==> config.mk <==
export PLATFORM = sky130hd
export DESIGN_NAME = uart_tx_fifo_drain_flat
export DESIGN_NICKNAME = d
export VERILOG_FILES = /design/src/rtl/uart_tx_fifo_drain_pkg.sv /design/src/rtl/uart_tx_fifo_drain_if.sv /design/src/rtl/uart_tx_fifo_drain_baud_tick_gen.sv /design/src/rtl/uart_tx_fifo_drain.sv /design/src/flat_wrapper.sv
export SDC_FILE = /design/constraint.sdc
export NUM_CORES = 1
export LEC_CHECK = 0
export CORE_MARGIN = 8
export CORE_UTILIZATION = 30
export DETAILED_ROUTE_END_ITERATION = 8
export PLACE_DENSITY = 0.46
export SETUP_SLACK_MARGIN = 0.15
export SLEW_MARGIN = 20
export SYNTH_ARGS = -nofsm -noshare
export SYNTH_HDL_FRONTEND = slang
export SYNTH_SLANG_ARGS = --single-unit
==> constraint.sdc <==
create_clock -name clk -period 2.2 [get_ports clk]
set_input_delay 0.44 -clock clk [delete_from_list [all_inputs] [get_ports clk]]
set_output_delay 0.44 -clock clk [all_outputs]
set_load 0.05 [all_outputs]
==> src/rtl/uart_tx_fifo_drain_pkg.sv <==
// Shared UART definitions: FSM state encoding, parity modes and oversample rate.
// The UART receiver imports the same package.
package uart_tx_fifo_drain_pkg;

    localparam int OVERSAMPLE = 16;

    localparam int PAR_NONE = 0;
    localparam int PAR_EVEN = 1;
    localparam int PAR_ODD  = 2;

    typedef enum logic [2:0] {
        ST_IDLE   = 3'd0,
        ST_START  = 3'd1,
        ST_DATA   = 3'd2,
        ST_PARITY = 3'd3,
        ST_STOP   = 3'd4
    } tx_state_t;

endpackage

==> src/rtl/uart_tx_fifo_drain_if.sv <==
// Show-ahead FIFO read port. The master drains the FIFO by pulsing fifo_rd;
// the slave is the FIFO itself.
interface uart_tx_fifo_drain_if #(
    parameter int DATA_BITS = 8
);
    logic                 fifo_empty;
    logic [DATA_BITS-1:0] fifo_data;
    logic                 fifo_rd;

    modport master (
        input  fifo_empty,
        input  fifo_data,
        output fifo_rd
    );

    modport slave (
        output fifo_empty,
        output fifo_data,
        input  fifo_rd
    );
endinterface

==> src/rtl/uart_tx_fifo_drain_baud_tick_gen.sv <==
// Oversample tick generator: one s_tick every BAUD_DIV enabled clk cycles.
// Shared by the UART transmitter and receiver.
module baud_tick_gen #(
    parameter int BAUD_DIV = 651
) (
    input  logic clk,
    input  logic reset,
    input  logic clear,
    input  logic enable,
    output logic s_tick
);
    localparam int DIV_W = (BAUD_DIV > 1) ? $clog2(BAUD_DIV) : 1;
    localparam logic [DIV_W-1:0] DIV_LAST = DIV_W'(BAUD_DIV - 1);

    logic [DIV_W-1:0] div_reg;

    always_ff @(posedge clk) begin
        if (reset || clear) begin
            div_reg <= '0;
        end else if (enable) begin
            div_reg <= (div_reg == DIV_LAST) ? '0 : div_reg + 1'b1;
        end
    end

    assign s_tick = enable && (div_reg == DIV_LAST);

endmodule

==> src/rtl/uart_tx_fifo_drain.sv <==
// UART transmitter draining a show-ahead TX FIFO: pops one word when idle,
// then sends start, LSB-first data, optional parity and stop on tx.
module uart_tx_fifo_drain
    import uart_tx_fifo_drain_pkg::*;
#(
    parameter int DATA_BITS  = 8,
    parameter int BAUD_DIV   = 651,
    parameter int STOP_TICKS = 16,
    parameter int PARITY     = 0
) (
    input  logic                  clk,
    input  logic                  reset,
    input  logic                  tx_enable,
    uart_tx_fifo_drain_if.master  fifo,
    output logic                  tx,
    output logic                  tx_busy,
    output logic                  tx_done_tick
);
    localparam int BIT_W = (DATA_BITS > 1) ? $clog2(DATA_BITS) : 1;
    localparam logic [4:0]       BIT_TICK_LAST  = 5'(OVERSAMPLE - 1);
    localparam logic [4:0]       STOP_TICK_LAST = 5'(STOP_TICKS - 1);
    localparam logic [BIT_W-1:0] DATA_BIT_LAST  = BIT_W'(DATA_BITS - 1);

    tx_state_t            state_reg;
    logic [4:0]           tick_reg;
    logic [BIT_W-1:0]     bit_reg;
    logic [DATA_BITS-1:0] shift_reg;
    logic                 parity_reg;
    logic                 tx_reg;
    logic                 done_reg;
    logic                 s_tick;
    logic                 pop;
    logic                 parity_next;

    assign pop         = (state_reg == ST_IDLE) && !fifo.fifo_empty && tx_enable;
    assign parity_next = (^fifo.fifo_data) ^ (PARITY == PAR_ODD);

    // Divider is cleared on the pop edge so every frame's timing starts fresh.
    baud_tick_gen #(
        .BAUD_DIV (BAUD_DIV)
    ) u_baud (
        .clk    (clk),
        .reset  (reset),
        .clear  (pop),
        .enable (tx_busy),
        .s_tick (s_tick)
    );

    always_ff @(posedge clk) begin
        done_reg <= 1'b0;
        if (reset) begin
            state_reg  <= ST_IDLE;
            tick_reg   <= '0;
            bit_reg    <= '0;
            shift_reg  <= '0;
            parity_reg <= 1'b0;
            tx_reg     <= 1'b1;
        end else begin
            case (state_reg)
                ST_IDLE: begin
                    tx_reg <= 1'b1;
                    if (pop) begin
                        shift_reg  <= fifo.fifo_data;
                        parity_reg <= parity_next;
                        tick_reg   <= '0;
                        tx_reg     <= 1'b0;
                        state_reg  <= ST_START;
                    end
                end
                ST_START: begin
                    if (s_tick) begin
                        if (tick_reg == BIT_TICK_LAST) begin
                            tick_reg  <= '0;
                            bit_reg   <= '0;
                            tx_reg    <= shift_reg[0];
                            state_reg <= ST_DATA;
                        end else begin
                            tick_reg <= tick_reg + 5'd1;
                        end
                    end
                end
                ST_DATA: begin
                    if (s_tick) begin
                        if (tick_reg == BIT_TICK_LAST) begin
                            tick_reg  <= '0;
                            shift_reg <= shift_reg >> 1;
                            if (bit_reg == DATA_BIT_LAST) begin
                                if (PARITY != PAR_NONE) begin
                                    tx_reg    <= parity_reg;
                                    state_reg <= ST_PARITY;
                                end else begin
                                    tx_reg    <= 1'b1;
                                    state_reg <= ST_STOP;
                                end
                            end else begin
                                bit_reg <= bit_reg + 1'b1;
                                // shift_reg[1] becomes bit 0 after this shift.
                                tx_reg  <= shift_reg[1];
                            end
                        end else begin
                            tick_reg <= tick_reg + 5'd1;
                        end
                    end
                end
                ST_PARITY: begin
                    if (s_tick) begin
                        if (tick_reg == BIT_TICK_LAST) begin
                            tick_reg  <= '0;
                            tx_reg    <= 1'b1;
                            state_reg <= ST_STOP;
                        end else begin
                            tick_reg <= tick_reg + 5'd1;
                        end
                    end
                end
                ST_STOP: begin
                    if (s_tick) begin
                        if (tick_reg == STOP_TICK_LAST) begin
                            tick_reg  <= '0;
                            done_reg  <= 1'b1;
                            state_reg <= ST_IDLE;
                        end else begin
                            tick_reg <= tick_reg + 5'd1;
                        end
                    end
                end
                default: begin
                    tx_reg    <= 1'b1;
                    state_reg <= ST_IDLE;
                end
            endcase
        end
    end

    assign fifo.fifo_rd = pop;
    assign tx           = tx_reg;
    assign tx_busy      = (state_reg != ST_IDLE);
    assign tx_done_tick = done_reg;

endmodule
==> src/flat_wrapper.sv <==
// flat-port wrapper written by rule: the top's interface ports become plain ports
module uart_tx_fifo_drain_flat import uart_tx_fifo_drain_pkg::*;
#(
    parameter int DATA_BITS  = 8,
    parameter int BAUD_DIV   = 651,
    parameter int STOP_TICKS = 16,
    parameter int PARITY     = 0
)
  (clk, reset, tx_enable, tx, tx_busy, tx_done_tick, fifo_fifo_empty, fifo_fifo_data, fifo_fifo_rd);
  uart_tx_fifo_drain_if #(.DATA_BITS(DATA_BITS)) fifo_i ();
  input  logic clk;
  input  logic reset;
  input  logic tx_enable;
  output logic tx;
  output logic tx_busy;
  output logic tx_done_tick;
  input wire logic [$bits(fifo_i.fifo_empty)-1:0] fifo_fifo_empty;
  input wire logic [$bits(fifo_i.fifo_data)-1:0] fifo_fifo_data;
  output wire logic [$bits(fifo_i.fifo_rd)-1:0] fifo_fifo_rd;
  assign fifo_i.fifo_empty = fifo_fifo_empty;
  assign fifo_i.fifo_data = fifo_fifo_data;
  assign fifo_fifo_rd = fifo_i.fifo_rd;
  uart_tx_fifo_drain #(.DATA_BITS(DATA_BITS), .BAUD_DIV(BAUD_DIV), .STOP_TICKS(STOP_TICKS), .PARITY(PARITY)) u_core (.clk(clk), .reset(reset), .tx_enable(tx_enable), .fifo(fifo_i), .tx(tx), .tx_busy(tx_busy), .tx_done_tick(tx_done_tick));
endmodule
==> impl_metrics.env, run 1 <==
export IMPL_run_status="complete, no violations"
export IMPL_reg2reg_from="u_core.u_baud.div_reg[5]$_SDFFE_PP0P_"
export IMPL_slowest_stage="or4b_4"
export IMPL_drv_slew=0
export IMPL_place_inst=272
export IMPL_hold_depth=1
export IMPL_async_flop_share_pct=0
export IMPL_drtAntennaViolNets=0
export IMPL_cts_root_buf="clkbuf_8"
export IMPL_cp_slowest_stage_delay_ps=540
export IMPL_synth_cell_types=42
export IMPL_crit_path_cell_trace="or4b_4 > buf_4 > or3_1 > o311ai_0 > a21oi_1"
export IMPL_hold_path_endpoint="u_core.tick_reg[4]$_SDFFE_PP0P_"
export IMPL_skew_ps=2.94
export IMPL_first_pass_iters=4
export IMPL_place_detailed_hpwl_um=3010
export IMPL_drive_above_1_share_pct=27.6
export IMPL_rows=26
export IMPL_clockBufferDepth=2
export IMPL_ctsHoldBuffers=0
export IMPL_hold_viol_final=0
export IMPL_drt_iter0_drc=94
export IMPL_synth_nets=198
export IMPL_synth_avg_cell_area_um2=8.72
export IMPL_coreArea_um2=5110
export IMPL_cts_sinks=31
export IMPL_die_w_um=88.6
export IMPL_clock_latency_ps=270
export IMPL_cp_data_arrival_time_ps=2250
export IMPL_numCtsBuffers=5
export IMPL_critPathLaunchType="flip-flop"
export IMPL_synth_edf_count=0
export IMPL_grt_use_total_pct=11.6
export IMPL_yosysSeqAreaShare_pct=39.3
export IMPL_synthCells=181
export IMPL_crit_type="flip-flop to flip-flop"
export IMPL_ios=16
export IMPL_place_gp_congestion=0.854
export IMPL_finalCritPeriodShare_pct=95.5
export IMPL_syn_cell_area_um2=1580
export IMPL_slew_headroom_pct=66.5
export IMPL_drv_cap=0
export IMPL_holdCritStartpoint="u_core.tick_reg[4]$_SDFFE_PP0P_"
export IMPL_reg2reg_to="u_core.tick_reg[0]$_SDFFE_PP0P_"
export IMPL_largest_reg_flops=10
export IMPL_start_util_pct=30.9
export IMPL_die_h_um=88.6
export IMPL_cts_tree="built"
export IMPL_clk_pin_slew_worst_paths_ps=60
export IMPL_synthFlopType="dfxtp_1"
export IMPL_drc=0
export IMPL_first_global_vias=1488
export IMPL_port_buffers=15
export IMPL_via_per_inst=5.10
export IMPL_grt_pass1_wl_um=7080
export IMPL_reg2reg_slack_ps=100
export IMPL_setup_viol=0
export IMPL_hp_class="flip-flop to flip-flop"
export IMPL_drt_total_wl_um=4140
export IMPL_rsz0062_at_grt="true"
export IMPL_h_tree_depth=2
export IMPL_grt_overflow=0
export IMPL_crit_fanout=5
export IMPL_antenna_found_initial=0
export IMPL_worstMarginPinSlew_ps=501
export IMPL_routed_via_count=1449
export IMPL_fin_nets=231
export IMPL_rr_worst_depth=5
export IMPL_setup_tns_final_ps=0
export IMPL_syn_to_final_growth_pct=31.1
export IMPL_powerDensity_nw_per_um2=564
export IMPL_fmax_mhz=476
export IMPL_ir_drop_v=0.000219
export IMPL_period_minus_slack_ps=2100
export IMPL_yosys_register_bits=31
export IMPL_yosys_warnings=0
export IMPL_grt_max_degree=16
export IMPL_critPathCaptureType="flip-flop"
export IMPL_diodes=0
export IMPL_stdcell_count=284
export IMPL_wl_per_cell_um=14.6
export IMPL_p_leak_nw=0.793
export IMPL_crit_required_ps=2350
export IMPL_dieArea_um2=7840
worst max-delay path, delay by kind of cell (launching register included):
family | cells | cell delay (ps)
simple gates | 2 | 990
flops | 1 | 320
buf+inv | 1 | 170
compound gates | 2 | 490
cells in the final DEF (no fill, tap or decap), types with 3 or more instances in the layout:
master           netlist  routed
nor3_1                14      12
nand3_1                9       9
nand2_1                9       9
o21a_1                 3       3
ha_1                   5       5
dfxtp_2                0       4
nand2b_1               4       4
clkbuf_8               0       6
a21oi_1                5       4
dfxtp_1               31      27
o221a_2                7       7
nor2b_1                4       4
clkdlybuf4s50_1        0      13
buf_4                  0      21
nor2_1                25      25
xor2_1                 8       8
timing repair:
item	in CTS	in global routing
endpoints found under the setup margin	1	21
resized for setup	6	7
setup buffers	3	2
hold endpoints to repair	0	0
pin swaps	4	5
how the worst max path moves through the flow:
stage                                       end                                  start  cells past startpoint  slack, ps
2_1_floorplan  u_core.state_reg[2]$_SDFFE_PP0P_  u_core.u_baud.div_reg[6]$_SDFFE_PP0P_                      4        160
3_3_place_gp   u_core.state_reg[2]$_SDFFE_PP0P_  u_core.u_baud.div_reg[6]$_SDFFE_PP0P_                      4        110
3_5_place_dp   u_core.state_reg[2]$_SDFFE_PP0P_  u_core.u_baud.div_reg[6]$_SDFFE_PP0P_                      4         50
4_1_cts        u_core.state_reg[2]$_SDFFE_PP0P_  u_core.u_baud.div_reg[5]$_SDFFE_PP0P_                      4         50
5_1_grt        u_core.shift_reg[1]$_SDFFE_PP0P_  u_core.u_baud.div_reg[5]$_SDFFE_PP0P_                      6         70
6_report        u_core.tick_reg[0]$_SDFFE_PP0P_  u_core.u_baud.div_reg[5]$_SDFFE_PP0P_                      5        100
through the flow:
stage               area, µm²  hold WS, ps  util (%)  worst slack (ps)  power (W)
CTS                      2030          463      39.7              51.3    0.00119
global route             2070          476      40.5              67.9    0.00124
floorplan                1580          432         -               157   0.000673
global placement         1910          445      37.3               111   0.000739
finish                   2070          463      40.5              98.0    0.00117
detailed placement       1910          454      37.3              47.9   0.000740
power by group:
part	switching, W	internal (W)	total, W
sequential	0.00000958	0.000577	0.000586
combinational	0.0000752	0.0000695	0.000145
clock	0.000192	0.000245	0.000437
cell usage after synthesis, types with 4 or more instances:
master,n,share of area (%)
a21oi_1,5,1.6
clkbuf_1,10,2.4
dfxtp_1,31,39
ha_1,5,4.0
nand2_1,9,2.1
nand2b_1,4,1.6
nand3_1,9,2.9
nor2_1,25,5.9
nor2b_1,4,1.6
nor3_1,14,4.4
o221a_2,7,5.0
xor2_1,8,4.4
routing by layer:
metal  global-route usage [%]  wire, µm  vias to the layer above  share of wire [%]
met2                     18.7      1950                       29                 47
met5                        0         0                        -                  0
met1                     13.8      1910                      688                 46
met4                     4.92        51                        0                1.2
li1                         -         -                      726                  -
met3                     3.90       228                        6                5.5
cells by family (layout without fill, tap and decap cells):
kind of cell | count (synthesis) | after routing | synth area share (%)
buffers and inverters | 13 | 46 | 3.09
AOI/OAI and AO/OA | 31 | 31 | 15.7
muxes | 4 | 4 | 2.69
and+or+nand+nor | 89 | 89 | 30.8
xor gates and xnor gates | 8 | 8 | 4.44
adders and majority gates | 5 | 5 | 3.96
DFF | 31 | 31 | 39.3
cell type report:
class | count | area [µm²]
inverters | 3 | 11.3
clock inverters | 1 | 5.00
clock buffers | 6 | 82.6
repair buffers | 36 | 319
multi-input cells | 137 | 940
flip-flops and latches | 31 | 626
well taps | 70 | 87.6
fillers | 520 | 3040
No activity file was read; power rests on OpenSTA's default activity.
==> run 2: changes to the inputs <==
--- a/config.mk
+++ b/config.mk
@@ -5,7 +5,8 @@
 export SDC_FILE = /design/constraint.sdc
 export NUM_CORES = 1
 export LEC_CHECK = 0
-export CORE_MARGIN = 8
+export CORE_ASPECT_RATIO = 0.75
+export CORE_MARGIN = 2
 export CORE_UTILIZATION = 30
 export DETAILED_ROUTE_END_ITERATION = 8
 export PLACE_DENSITY = 0.46
==> run 2 against run 1 <==
Compared with the run above:
- worst hold slack lost 2.0 ps
- combinational power is 5% lower
- clock skew rose by 2.6 ps
- clock-buffer cell count grew 1
- register-to-register slack improved by 30 ps
- wire length decreased by 5.1%
- via count down 1.4%
- non-clock buffer count decreased by 3
- critical endpoint is now u_core.state_reg[2]$_SDFFE_PP0P_
- largest cell class unchanged
- highest routed layer unchanged
==> impl_metrics.env, run 2 (same netlist as run 1, synthesis figures left out) <==
export IMPL_clock_latency_ps=280
export IMPL_cp_data_arrival_time_ps=2290
export IMPL_wl_per_cell_um=13.8
export IMPL_crit_family="simple AND/OR/NAND/NOR gates"
export IMPL_drc=0
export IMPL_diodes=0
export IMPL_rsz0062_at_grt="true"
export IMPL_critPathLaunchType="flip-flop"
export IMPL_setup_viol=0
export IMPL_port_buffers=15
export IMPL_crit_top_cell="or4b_4"
export IMPL_hp_class="flip-flop to flip-flop"
export IMPL_critPathCaptureType="flip-flop"
export IMPL_drv_slew=0
export IMPL_grt_max_degree=15
export IMPL_hold_viol_final=0
export IMPL_first_global_vias=1411
export IMPL_die_h_um=66.8
export IMPL_drtAntennaViolNets=0
export IMPL_cts_sinks=31
export IMPL_clockBufferDepth=2
export IMPL_drive_above_1_share_pct=26.9
export IMPL_powerDensity_nw_per_um2=570
export IMPL_cp_slowest_stage_delay_ps=550
export IMPL_fmax_mhz=483
export IMPL_via_per_inst=5.03
export IMPL_largest_reg_flops=10
export IMPL_crit_required_ps=2420
export IMPL_fin_nets=228
export IMPL_first_pass_iters=4
export IMPL_grt_pass1_wl_um=6670
export IMPL_dieArea_um2=5870
export IMPL_setup_tns_final_ps=0
export IMPL_grt_overflow=0
export IMPL_crit_fanout=3
export IMPL_crit_path_cell_trace="or4b_4 > or4_4 > or4b_4 > a21oi_2"
export IMPL_slowest_stage="or4b_4"
export IMPL_rows=22
export IMPL_numCtsBuffers=5
export IMPL_drt_iter0_drc=69
export IMPL_grt_use_total_pct=14.9
export IMPL_worstMarginPinSlew_ps=499
export IMPL_final_core_util_pct=41.2
export IMPL_antenna_found_initial=0
export IMPL_cts_tree="built"
export IMPL_finalCritPeriodShare_pct=94.1
export IMPL_ctsHoldBuffers=0
export IMPL_syn_to_final_growth_pct=29.9
export IMPL_worstSetupStartpoint="u_core.u_baud.div_reg[5]$_SDFFE_PP0P_"
export IMPL_slew_headroom_pct=66.6
export IMPL_drv_cap=0
export IMPL_place_gp_congestion=0.797
export IMPL_p_leak_nw=0.777
export IMPL_start_util_pct=31.7
export IMPL_routed_via_count=1429
export IMPL_ios=16
export IMPL_crit_buf_inv=0
export IMPL_ir_drop_v=0.000295
export IMPL_run_status="complete, no violations"
export IMPL_reg2reg_from="u_core.u_baud.div_reg[5]$_SDFFE_PP0P_"
export IMPL_clk_pin_slew_worst_paths_ps=70
export IMPL_h_tree_depth=2
export IMPL_coreArea_um2=4980
export IMPL_period_minus_slack_ps=2070
export IMPL_drt_total_wl_um=3930
export IMPL_place_detailed_hpwl_um=2810
export IMPL_most_common_layout_cells="nor2_1 (25), dfxtp_1 (25), buf_4 (18)"
export IMPL_holdCritStartpoint="u_core.tick_reg[4]$_SDFFE_PP0P_"
export IMPL_cts_root_buf="clkbuf_8"
export IMPL_crit_type="flip-flop to flip-flop"
export IMPL_die_w_um=87.8
export IMPL_skew_ps=5.49
-- run 2: cell count changes in the layout (fill, tap and decap cells not counted), moves of 2 or more --
cell,delta
dfxtp_2,+2
clkbuf_1,+2
dfxtp_1,-2
buf_4,-3
-- run 2: area by class of cell --
class                   count  area [µm²]
clock inverters             1        5.00
inverters                   3        11.3
clock buffers               7        76.3
well taps                  72        90.1
repair buffers             33         297
fillers                   495        2930
flip-flops and latches     31         628
multi-input cells         137         943
-- run 2: final timing paths --
path / depth (start not counted) / slack, ps / end
setup / recovery: 4 / 130 / u_core.state_reg[2]$_SDFFE_PP0P_
hold / removal: 1 / 460 / u_core.tick_reg[4]$_SDFFE_PP0P_
setup reg to reg: 4 / 130 / u_core.state_reg[2]$_SDFFE_PP0P_
hold reg to reg: 1 / 460 / u_core.tick_reg[4]$_SDFFE_PP0P_
-- run 2: power by group --
group	leakage, nW	switching [W]	total (W)	internal, W
combinational	0.480	0.0000699	0.000138	0.0000684
clock	0.0422	0.000217	0.000439	0.000222
sequential	0.254	0.0000143	0.000591	0.000576
-- run 2: repair_timing --
item	CTS	global route
pin swaps	4	1
setup endpoints to repair	2	22
resized for setup	4	12
setup buffers	4	0
-- run 2: metrics by stage --
step	hold WS [ps]	setup slack (ps)	power (W)	instance area, µm²	std cells
final	461	131	0.00117	2050	284
after detailed placement	451	87.4	0.000738	1890	272
after global placement	446	107	0.000738	1890	272
after CTS	461	129	0.00119	2010	284
after floorplan	432	157	0.000673	1580	181
after global routing	476	107	0.00123	2050	284
-- run 2: per-layer routing --
layer / global-route usage, % / wire length, µm
met5: 0 / 0
met4: 4.81 / 46
met3: 5.08 / 198
met2: 22.3 / 1650
met1: 20.1 / 2040
==> run 3: changes to the inputs <==
--- a/config.mk
+++ b/config.mk
@@ -5,6 +5,7 @@
 export SDC_FILE = /design/constraint.sdc
 export NUM_CORES = 1
 export LEC_CHECK = 0
+export CAP_MARGIN = 15
 export CORE_ASPECT_RATIO = 0.75
 export CORE_MARGIN = 2
 export CORE_UTILIZATION = 30
==> constraint.sdc (replaced) <==
create_clock -name clk -period 2.2 [get_ports clk]
set_input_delay 0.44 -clock clk [delete_from_list [all_inputs] [get_ports clk]]
set_output_delay 0.44 -clock clk [all_outputs]
set_load 0.1 [all_outputs]
==> run 3 against run 2 <==
Compared with the run above:
- global-route usage is essentially flat
- flip-flop and latch count is the same
- clock-buffer cell count down 1
- sequential power down 0.8%
- cell area increased by 5.3%
- non-clock buffer count rose by 5
- core utilization grew 2.2 points
- die area unchanged
- worst hold slack worse by 4.5 ps
- fmax fell by 0.60%
==> impl_metrics.env, run 3 (same netlist as run 1, synthesis figures left out) <==
export IMPL_run_status="complete, no violations"
export IMPL_first_pass_iters=4
export IMPL_worstMarginPinSlew_ps=451
export IMPL_drt_total_wl_um=4060
export IMPL_largest_reg_flops=10
export IMPL_cp_data_arrival_time_ps=2310
export IMPL_drive_above_1_share_pct=31.8
export IMPL_place_gp_congestion=0.818
export IMPL_cts_root_buf="clkbuf_8"
export IMPL_via_per_inst=5.16
export IMPL_crit_type="flip-flop to flip-flop"
export IMPL_drv_cap=0
export IMPL_holdCritStartpoint="u_core.tick_reg[4]$_SDFFE_PP0P_"
export IMPL_drv_slew=0
export IMPL_ios=16
export IMPL_fin_nets=233
export IMPL_h_tree_depth=2
export IMPL_clockBufferDepth=2
export IMPL_drtAntennaViolNets=0
export IMPL_hp_class="flip-flop to flip-flop"
export IMPL_die_h_um=66.8
export IMPL_clock_latency_ps=290
export IMPL_critPathLaunchType="flip-flop"
export IMPL_finalCritPeriodShare_pct=94.6
export IMPL_final_core_util_pct=43.3
export IMPL_rr_worst_depth=4
export IMPL_grt_max_degree=14
export IMPL_syn_to_final_growth_pct=36.8
export IMPL_start_util_pct=31.7
export IMPL_crit_buf_inv=0
export IMPL_drt_iter0_drc=76
export IMPL_setup_tns_final_ps=0
export IMPL_wl_per_cell_um=14.0
export IMPL_cts_tree="built"
export IMPL_clk_pin_slew_worst_paths_ps=70
export IMPL_slowest_stage="or4b_4"
export IMPL_grt_pass1_wl_um=6560
export IMPL_crit_family="simple AND/OR/NAND/NOR gates"
export IMPL_die_w_um=87.8
export IMPL_routed_via_count=1491
export IMPL_rsz0062_at_grt="true"
export IMPL_powerDensity_nw_per_um2=622
export IMPL_p_leak_nw=0.844
export IMPL_crit_top_cell="or4b_4"
export IMPL_skew_ps=12.2
export IMPL_diodes=0
export IMPL_crit_required_ps=2430
export IMPL_hold_depth=1
export IMPL_setup_viol=0
export IMPL_rows=22
export IMPL_hold_viol_final=0
export IMPL_antenna_found_initial=0
export IMPL_numCtsBuffers=5
export IMPL_dieArea_um2=5870
export IMPL_grt_overflow=0
export IMPL_period_minus_slack_ps=2080
export IMPL_drc=0
export IMPL_reg2reg_from="u_core.u_baud.div_reg[5]$_SDFFE_PP0P_"
export IMPL_place_detailed_hpwl_um=2860
export IMPL_most_common_layout_cells="nor2_1 (25), dfxtp_1 (25), buf_4 (22)"
export IMPL_ctsHoldBuffers=0
export IMPL_critPathCaptureType="flip-flop"
export IMPL_grt_use_total_pct=14.9
export IMPL_ir_drop_v=0.000305
export IMPL_cp_slowest_stage_delay_ps=550
export IMPL_port_buffers=15
export IMPL_slew_headroom_pct=69.9
export IMPL_crit_path_cell_trace="or4b_4 > or4_4 > or4b_4 > a21oi_2"
export IMPL_reg2reg_slack_ps=120
export IMPL_reg2reg_to="u_core.state_reg[2]$_SDFFE_PP0P_"
export IMPL_fmax_mhz=480
export IMPL_crit_fanout=3
export IMPL_hold_path_endpoint="u_core.tick_reg[4]$_SDFFE_PP0P_"
export IMPL_first_global_vias=1387
export IMPL_coreArea_um2=4980
export IMPL_cts_sinks=31
[run 3: changes by cell type in the layout (fill, tap and decap cells not counted), sizes merged]
| cell | change |
|---|---|
| buf | +7 |
| clkdlybuf4s50 | -2 |
| clkbuf | -1 |
| bufinv | +1 |
[run 3: final cells by class]
| type | instances | area (µm²) |
|---|---|---|
| fill | 503 | 2820 |
| multi-input combinational | 137 | 963 |
| sequential | 31 | 628 |
| timing repair buffer | 38 | 349 |
| tap | 72 | 90.1 |
| clock buffer | 6 | 82.6 |
| clock inverter | 2 | 35.0 |
| inverter | 3 | 11.3 |
[run 3: worst max-delay path by stage]
| stage | start | cells past startpoint | end | slack, ps |
|---|---|---|---|---|
| after detailed placement | u_core.u_baud.div_reg[6]$_SDFFE_PP0P_ | 4 | u_core.state_reg[2]$_SDFFE_PP0P_ | 60 |
| after CTS | u_core.u_baud.div_reg[6]$_SDFFE_PP0P_ | 4 | u_core.state_reg[2]$_SDFFE_PP0P_ | 120 |
| final | u_core.u_baud.div_reg[5]$_SDFFE_PP0P_ | 4 | u_core.state_reg[2]$_SDFFE_PP0P_ | 120 |
| after floorplan | u_core.u_baud.div_reg[6]$_SDFFE_PP0P_ | 4 | u_core.state_reg[2]$_SDFFE_PP0P_ | 160 |
| after global routing | u_core.u_baud.div_reg[0]$_SDFFE_PP0P_ | 6 | u_core.state_reg[2]$_SDFFE_PP0P_ | 80 |
| after global placement | u_core.u_baud.div_reg[6]$_SDFFE_PP0P_ | 4 | u_core.state_reg[2]$_SDFFE_PP0P_ | 110 |
[run 3: what timing repair did]
| item | 4_1_cts | 5_1_grt |
|---|---|---|
| endpoints found under the setup margin | 4 | 26 |
| buffers inserted | 4 | 3 |
| endpoints found under the hold margin | 0 | 0 |
| pin swaps | 4 | 6 |
| resized for setup | 4 | 18 |
[run 3: layer usage]
metal | up-vias | share of wire, % | wire, µm | track usage (%)
met5 | - | 0 | 0 | 0
met4 | 0 | 1.7 | 68 | 6.35
met3 | 10 | 4.7 | 189 | 3.97
met2 | 37 | 43 | 1740 | 22.3
met1 | 710 | 51 | 2060 | 20.1
li1 | 734 | - | - | -
[run 3: report_power, final]
| group | switching, W | internal (W) | leakage (nW) |
|---|---|---|---|
| Sequential | 0.0000105 | 0.000576 | 0.255 |
| Clock | 0.000227 | 0.000366 | 0.0612 |
| Combinational | 0.0000909 | 0.0000730 | 0.528 |
[run 3: stage by stage]
| step | instance area [µm²] | setup WS (ps) | hold WS (ps) | total power (W) | cells |
|---|---|---|---|---|---|
| floorplan | 1580 | 157 | 432 | 0.000689 | 181 |
| global placement | 1920 | 109 | 449 | 0.000759 | 274 |
| detailed placement | 1920 | 55.2 | 454 | 0.000760 | 274 |
| CTS | 2080 | 125 | 460 | 0.00136 | 286 |
| global route | 2160 | 79.1 | 480 | 0.00141 | 289 |
| finish | 2160 | 118 | 456 | 0.00134 | 289 |
